--- src/rtl/up_counter_if.sv ---
// up_counter_if: groups the control and status signals of the interval timer.
// The master side (software/bus bridge) drives start and load.
// The slave side (the counter) returns count, done and busy.
// WIDTH must match the WIDTH of the up_counter instance that uses it.
interface up_counter_if #(
  parameter int unsigned WIDTH = 32'd16
);
  logic             start;
  logic [WIDTH-1:0] load;
  logic [WIDTH-1:0] count;
  logic             done;
  logic             busy;

  modport master (
    output start,
    output load,
    input  count,
    input  done,
    input  busy
  );

  modport slave (
    input  start,
    input  load,
    output count,
    output done,
    output busy
  );
endinterface

--- src/rtl/up_counter.sv ---
// up_counter: general-purpose interval timer.
// While start is high the counter runs from its held value up to a limit.
// The limit is latched from load on each IDLE->RUN transition.
// At the limit the counter wraps to 0 and pulses done for one cycle.
// Dropping start pauses the count; a later start resumes from the held value.
//
// Build option: define UPCOUNTER_ONESHOT_EN to select one-shot behaviour.
// In that build, reaching the limit holds count there, pulses done once and
// parks in HALT until start drops. Dropping start returns to IDLE with
// count cleared.
//
// Reset: rst_n is synchronous and active HIGH despite its name.
module up_counter #(
  parameter int unsigned WIDTH = 32'd16
) (
  input  logic         clk,
  input  logic         rst_n,
  up_counter_if.slave  bus
);

  typedef enum logic [1:0] {
    ST_IDLE = 2'd0,
    ST_RUN  = 2'd1,
    ST_HALT = 2'd2
  } state_t;

  localparam logic [WIDTH-1:0] ZERO = {WIDTH{1'b0}};
  localparam logic [WIDTH-1:0] ONE  = {{(WIDTH-1){1'b0}}, 1'b1};

  // Registered state.
  state_t           state_r;
  logic [WIDTH-1:0] count_r;
  logic [WIDTH-1:0] limit_r;
  logic             done_r;
  logic             busy_r;

  // Next-state values.
  state_t           state_next_s;
  logic [WIDTH-1:0] count_next_s;
  logic [WIDTH-1:0] limit_next_s;
  logic             done_next_s;
  logic             busy_next_s;

  // At or past the limit. The >= guarantees count never exceeds the limit
  // in RUN, so the counter can never overflow.
  logic             at_limit_s;

  assign at_limit_s = (count_r >= limit_r);

  // Next-state and next-output decode; everything holds by default.
  always_comb begin
    state_next_s = state_r;
    count_next_s = count_r;
    limit_next_s = limit_r;
    done_next_s  = 1'b0;

    case (state_r)
      ST_IDLE: begin
        if (bus.start) begin
          // Latch a fresh limit. A held count above the new limit would
          // otherwise sit outside the legal range, so clear it.
          limit_next_s = bus.load;
          state_next_s = ST_RUN;
          if (count_r > bus.load) begin
            count_next_s = ZERO;
          end else begin
            count_next_s = count_r;
          end
        end else begin
          state_next_s = ST_IDLE;
        end
      end

      ST_RUN: begin
        if (bus.start) begin
          if (at_limit_s) begin
            done_next_s = 1'b1;
`ifdef UPCOUNTER_ONESHOT_EN
            // One-shot: park at the limit until start is released.
            count_next_s = limit_r;
            state_next_s = ST_HALT;
`else
            // Periodic wrap; the period is limit + 1 cycles.
            count_next_s = ZERO;
            state_next_s = ST_RUN;
`endif
          end else begin
            count_next_s = count_r + ONE;
            state_next_s = ST_RUN;
          end
        end else begin
          // Pause: keep the count and wait for the next start.
          state_next_s = ST_IDLE;
        end
      end

`ifdef UPCOUNTER_ONESHOT_EN
      ST_HALT: begin
        if (bus.start) begin
          state_next_s = ST_HALT;
        end else begin
          // Re-arm requires start low then high; the low phase clears count.
          state_next_s = ST_IDLE;
          count_next_s = ZERO;
        end
      end
`endif

      default: begin
        // Unreachable encodings recover to a clean idle state.
        state_next_s = ST_IDLE;
        count_next_s = ZERO;
        limit_next_s = ZERO;
      end
    endcase

    busy_next_s = (state_next_s == ST_RUN);
  end

  // State and output registers with synchronous active-high reset.
  always_ff @(posedge clk) begin
    if (rst_n) begin
      state_r <= ST_IDLE;
      count_r <= ZERO;
      limit_r <= ZERO;
      done_r  <= 1'b0;
      busy_r  <= 1'b0;
    end else begin
      state_r <= state_next_s;
      count_r <= count_next_s;
      limit_r <= limit_next_s;
      done_r  <= done_next_s;
      busy_r  <= busy_next_s;
    end
  end

  assign bus.count = count_r;
  assign bus.done  = done_r;
  assign bus.busy  = busy_r;

endmodule

--- src/flat_wrapper.sv ---
// flat-port wrapper written by rule: the top's interface ports become plain ports
module up_counter_flat 
#(
  parameter int unsigned WIDTH = 32'd16
)
  (clk, rst_n, bus_start, bus_load, bus_count, bus_done, bus_busy);
  up_counter_if #(.WIDTH(WIDTH)) bus_i ();
  input  logic clk;
  input  logic rst_n;
  input wire logic [$bits(bus_i.start)-1:0] bus_start;
  input wire logic [$bits(bus_i.load)-1:0] bus_load;
  output wire logic [$bits(bus_i.count)-1:0] bus_count;
  output wire logic [$bits(bus_i.done)-1:0] bus_done;
  output wire logic [$bits(bus_i.busy)-1:0] bus_busy;
  assign bus_i.start = bus_start;
  assign bus_i.load = bus_load;
  assign bus_count = bus_i.count;
  assign bus_done = bus_i.done;
  assign bus_busy = bus_i.busy;
  up_counter #(.WIDTH(WIDTH)) u_core (.clk(clk), .rst_n(rst_n), .bus(bus_i));
endmodule
--- config.mk ---
export PLATFORM = sky130hd
export DESIGN_NAME = up_counter_flat
export DESIGN_NICKNAME = d
export VERILOG_FILES = /design/src/rtl/up_counter_if.sv /design/src/rtl/up_counter.sv /design/src/flat_wrapper.sv
export SDC_FILE = /design/constraint.sdc
export NUM_CORES = 1
export LEC_CHECK = 0
export ABC_AREA = 0
export BUFFER_PORTS_ARGS = -buffer_cell sky130_fd_sc_hd__buf_2
export CAP_MARGIN = 20
export CORE_ASPECT_RATIO = 0.6
export CORE_MARGIN = 8
export CORE_UTILIZATION = 50
export CTS_BUF_LIST = sky130_fd_sc_hd__clkbuf_4 sky130_fd_sc_hd__clkbuf_8 sky130_fd_sc_hd__clkbuf_16
export DETAILED_ROUTE_END_ITERATION = 16
export GPL_TIMING_DRIVEN = 0
export PLACE_DENSITY = 0.76
export SLEW_MARGIN = 20
export SYNTH_ARGS = -nofsm -noshare
export SYNTH_HDL_FRONTEND = slang
export SYNTH_SLANG_ARGS = --single-unit
export TNS_END_PERCENT = 10
--- constraint.sdc ---
create_clock -name clk -period 2.4 [get_ports clk]
set_input_delay 0 -clock clk [delete_from_list [all_inputs] [get_ports clk]]
set_output_delay 0 -clock clk [all_outputs]
set_load 0.01 [all_outputs]
# After elaboration in Yosys (flattened, before gate mapping)
# Cells that the tools add are included.
word_totals:
  output_inout_bits: 18
  ff_bits: 36
  elab_cells: 30
  input_bits: 19
classes:
  order_cmp: 2
  addsub: 1
  reduce_logical: 5
  mux: 10
  bitwise_logic: 2
  eq_ne: 5
ops:
  columns: ["op", "count"]
  rows:
  - ["$mux W16", 5]
  - ["$pmux W16 S2", 2]
  - ["$add A16 B1 Y16 const B", 1]
  - ["$ge A16 B16 Y1", 1]
  - ["$gt A16 B16 Y1", 1]
  - ["$ne A2 B2 Y1 const B", 2]
  - ["$mux W1", 3]
  - ["$reduce_and A3 Y1", 1]
  - ["$reduce_or A3 Y1", 1]
  - ["$eq A2 B1 Y1 const B", 1]
  - ["$logic_not A2 Y1", 1]
  - ["$ne A2 B1 Y1 const B", 1]
  - ["$not A1 Y1", 2]
  - ["$reduce_and A2 Y1", 1]
  - ["$reduce_or A2 Y1", 1]
  - ["$eq A1 B1 Y1 const B", 1]

# Depth between registers and ports, before layout
depth:
  ltp_word: 4
  mapped_depth: 8
  ltp_nobuf: 7

# Least setup slack after synthesis
# Ideal clock, no wire load.
synth_path:
  kind: "register to register"
  startpoint: "register u_core.count_r[0] (netlist: u_core.bus.count[0])"
  endpoint: "register u_core.count_r[8] (netlist: u_core.bus.count[8])"
  path_slack_ps: 45
  n_path_buf: 1
  t_required_ps: 2326
  setup_ps: 74
  path_stages_with_launch: 9
  t_arrival_ps: 2281
  period_less_slack_ps: 2355
  cell_sequence: "dfxtp_1 > inv_1 > ha_1 > nand2b_1 > a2111o_1 > a32oi_1 > clkbuf_1 > nand4_1 > a31oi_4"
synth_between:
  elab_chain_cells: 4
  elab_cells_between_ends: 8
  classes_between: "1 x add/sub; 2 x order compare; 1 x eq/ne; 3 x mux; 1 x reduce/logical"
synth_lines:
  columns: ["element", "line", "text"]
  rows:
  - ["start, declared", "up_counter.sv:32", "logic [WIDTH-1:0] count_r;"]
  - ["start signal, assigned", "up_counter.sv:130", "count_r <= count_next_s;"]
  - ["$add A16 B1 Y16 or $ge A16 B16 Y1 (tied branches)", "up_counter.sv:88, up_counter.sv:48", null]
  - ["$mux W16", "up_counter.sv:76", "if (at_limit_s) begin"]
  - ["$mux W16", "up_counter.sv:75", "if (bus.start) begin"]
  - ["$pmux W16 S2", "up_counter.sv:57", "case (state_r)"]
# Several ways; a longest one is shown, not always the timed one. The select of a mux whose other input is x is not followed.
# A chain may end at the register's enable or synchronous reset.

# Worst setup path in the final report
layout_path:
  startpoint: "register u_core.count_r[11] (netlist: u_core.bus.count[11])"
  endpoint: "register u_core.count_r[15] (netlist: u_core.bus.count[15])"
# The elaborated chain is that of the path after synthesis.

==> metrics.txt <==
status=finished clean; DPL Wire Length=5.214 mm; Final Wtd Congestion=0.8980; Syn-to-layout area delta=28.24%; largest net degree at the start of global routing=11; first-pass GRT wire length=11.38 mm; Peak Freq=0.4262 GHz; Post-Place Cells=416; clock skew=8.512 ps; Root Driver=clkbuf_8; Clk pin slew, worst setup/hold paths=80 ps; drt pass-1 iters=4; Rows=19; clk sinks=34; Synth Warn #=0; relative slew slack=59.54%; Mapped Area=2464 um2; nets=430; count of cell types in the netlist=40; Max-Cap Viols=0; share of cells above drive strength 1=20.84%; post-layout min period=2346 ps; die width=106.6 um; Top Ports=37; final WL=7.283 mm; pins over their slew limit=0; Syn Area/Cell=7.772 um2; Post-Synthesis Cells=317; chip height=70.37 um; htree depth=2; final std cells w/o fill=442; detailed-route via count=2542; Initial Util=52.87%; Syn Nets=369; final period utilization=97.77%; largest family of logic cells by synthesized area=simple AND/OR/NAND/NOR gates; core area=4659 um2; post-synthesis mux area share=0.4063%; compound-cell area share of the yosys netlist=20.98%; initial antenna violation count=0; CP endpoint kind=flop; Setup Slack @ Placement=-274.9 ps; most common cell after layout, fill and taps aside=nand2_1; clk buf depth=2; Hold Vio Cnt, Final=0; Final Setup Violations=0; flops & latches, synth=34; Antenna diodes=0; startpoint types=flop; total track usage=18.76%; Die Area=7503 um2; CTS buffer count=5; Worst-Margin Slew=601.3 ps; gr ovfl total=0; Residual DRC=0; Detail Route Antenna Nets=0; Worst IR Drop VDD=365.2 uV; DR vias/cell=5.751; Port Buf Inserts=36; worst path arrival time=2500 ps; Seq/Total Area, Yosys=27.63%; critical path class=flop to flop; Power per Cell Area=426.1 nW/um2; initial drt markers=163; post-synthesis simple-gate area fraction=24.78%; CTS tree=done; most frequent cells in the layout=54 x nand2_1, 46 x inv_1, 36 x buf_2; leak pwr=1.323 nW; clk_lat worst skew=300 ps; RSZ-0062 raised after global routing=true; Wirelength per Cell=16.48 um; Post-Synth XOR/XNOR Area=0%; vias in the first global route=2334; worst path required time=2560 ps; Final Worst Setup Slack=53.60 ps; Tightest Hold Check Type=input port to flop; worst-path fanout max=8; Synth Area in Adders=16.76%
==> final cells by class <==
| class | instances | area (um2) |
|---|---|---|
| tap | 63 | 78.83 |
| buffer | 14 | 75.07 |
| multi-input combinational | 223 | 1653 |
| clock buffer | 8 | 110.1 |
| sequential | 34 | 693.2 |
| inverter | 46 | 172.7 |
| fill | 388 | 1500 |
| timing repair buffer | 54 | 376.6 |
==> critical path, stage by stage, from the launching register on <==
cell and delay (ps):
dfxtp_4 390, ha_1 340, nand2_2 90, or4_4 540
a21o_1 210, a32oi_4 340, buf_6 180, o221ai_1 110
==> what timing repair did <==
item / CTS / global route
endpoints found under the hold margin: 16 / 0
setup endpoints to repair: 17 / 16
cloned: 0 / 1
buffers inserted: 1 / 0
pin swaps: 2 / 2
hold buffers: 16 / 0
gates resized for setup: 7 / 22
==> metrics by stage <==
stage	instance area [um2]	total power (W)	setup TNS (ps)	utilization, %	hold WS (ps)
after detailed placement	2723	0.0007875	-2844	58.43	258.5
after floorplan	2464	0.0007273	0	-	128.2
final	3159	0.001346	0	67.80	20.66
after global placement	2723	0.0007813	-2104	58.43	252.5
after global routing	3159	0.001406	-78.43	67.80	24.53
after CTS	3027	0.001317	0	64.96	19.84
==> report_power, final <==
part	internal (W)	leakage, nW	switching [W]
registers	0.000579	0.280	0.0000112
clock network	0.000290	0.0575	0.000221
logic	0.000106	0.985	0.000138
total	0.000975	1.32	0.000371
==> cell usage after synthesis, drive strengths merged <==
cell type	number	area share [%]
nand2	55	8.4
inv	46	7.0
dfxtp	34	28
ha	33	17
a21oi	30	6.1
nand4	18	4.8
clkbuf	13	2.0
nand3	13	2.6
o221ai	10	4.8
a31oi	8	2.9
nor2	8	1.2
nor3	8	1.6
o21ai	8	1.6
nor2b	4	1.0
and4	3	1.1
nand2b	3	0.76
nor4	3	1.4
a32oi	2	1.0
a41oi	2	0.71
o211ai	2	1.0
o21bai	2	0.61
or4	2	0.76
a2111o	1	0.46
a211oi	1	0.30
a21o	1	0.30
and2	1	0.25
and3	1	0.25
buf	1	0.46
mux2i	1	0.41
nand4b	1	0.36
o41ai	1	1.1
or3	1	0.25
==> layer usage <==
layer | routed length [um] | vias to the layer above | track usage [%]
li1 | - | 1245 | -
met3 | 665 | 18 | 4.579
met2 | 3226 | 130 | 29.10
met1 | 3242 | 1149 | 24.99
met5 | 0 | - | 0
met4 | 148 | 0 | 5.271
==> kinds of logic (layout without fill, tap and decap cells) <==
kind of cell	Yosys count	after routing
buf+inv	60	122
compound gates	68	68
fa+ha+maj	33	33
mux	1	1
flops	34	34
simple gates	121	121
==> sequential cells by signal, indices dropped and copies added (netlist names) <==
register	flops
u_core.limit_r	16
u_core.bus.done	1
u_core.bus.busy	1
u_core.bus.count	16
==> final timing paths <==
kind | startpoint | end | slack, ps | depth (start not counted)
min | bus_start | u_core.bus.busy | 20 | 2
max reg2reg | u_core.bus.count[11] | u_core.bus.count[15] | 50 | 7
min reg2reg | u_core.limit_r[11] | u_core.limit_r[11] | 460 | 2
max | u_core.bus.count[11] | u_core.bus.count[15] | 50 | 7
Note: power is estimated with default switching activity, not from simulation.
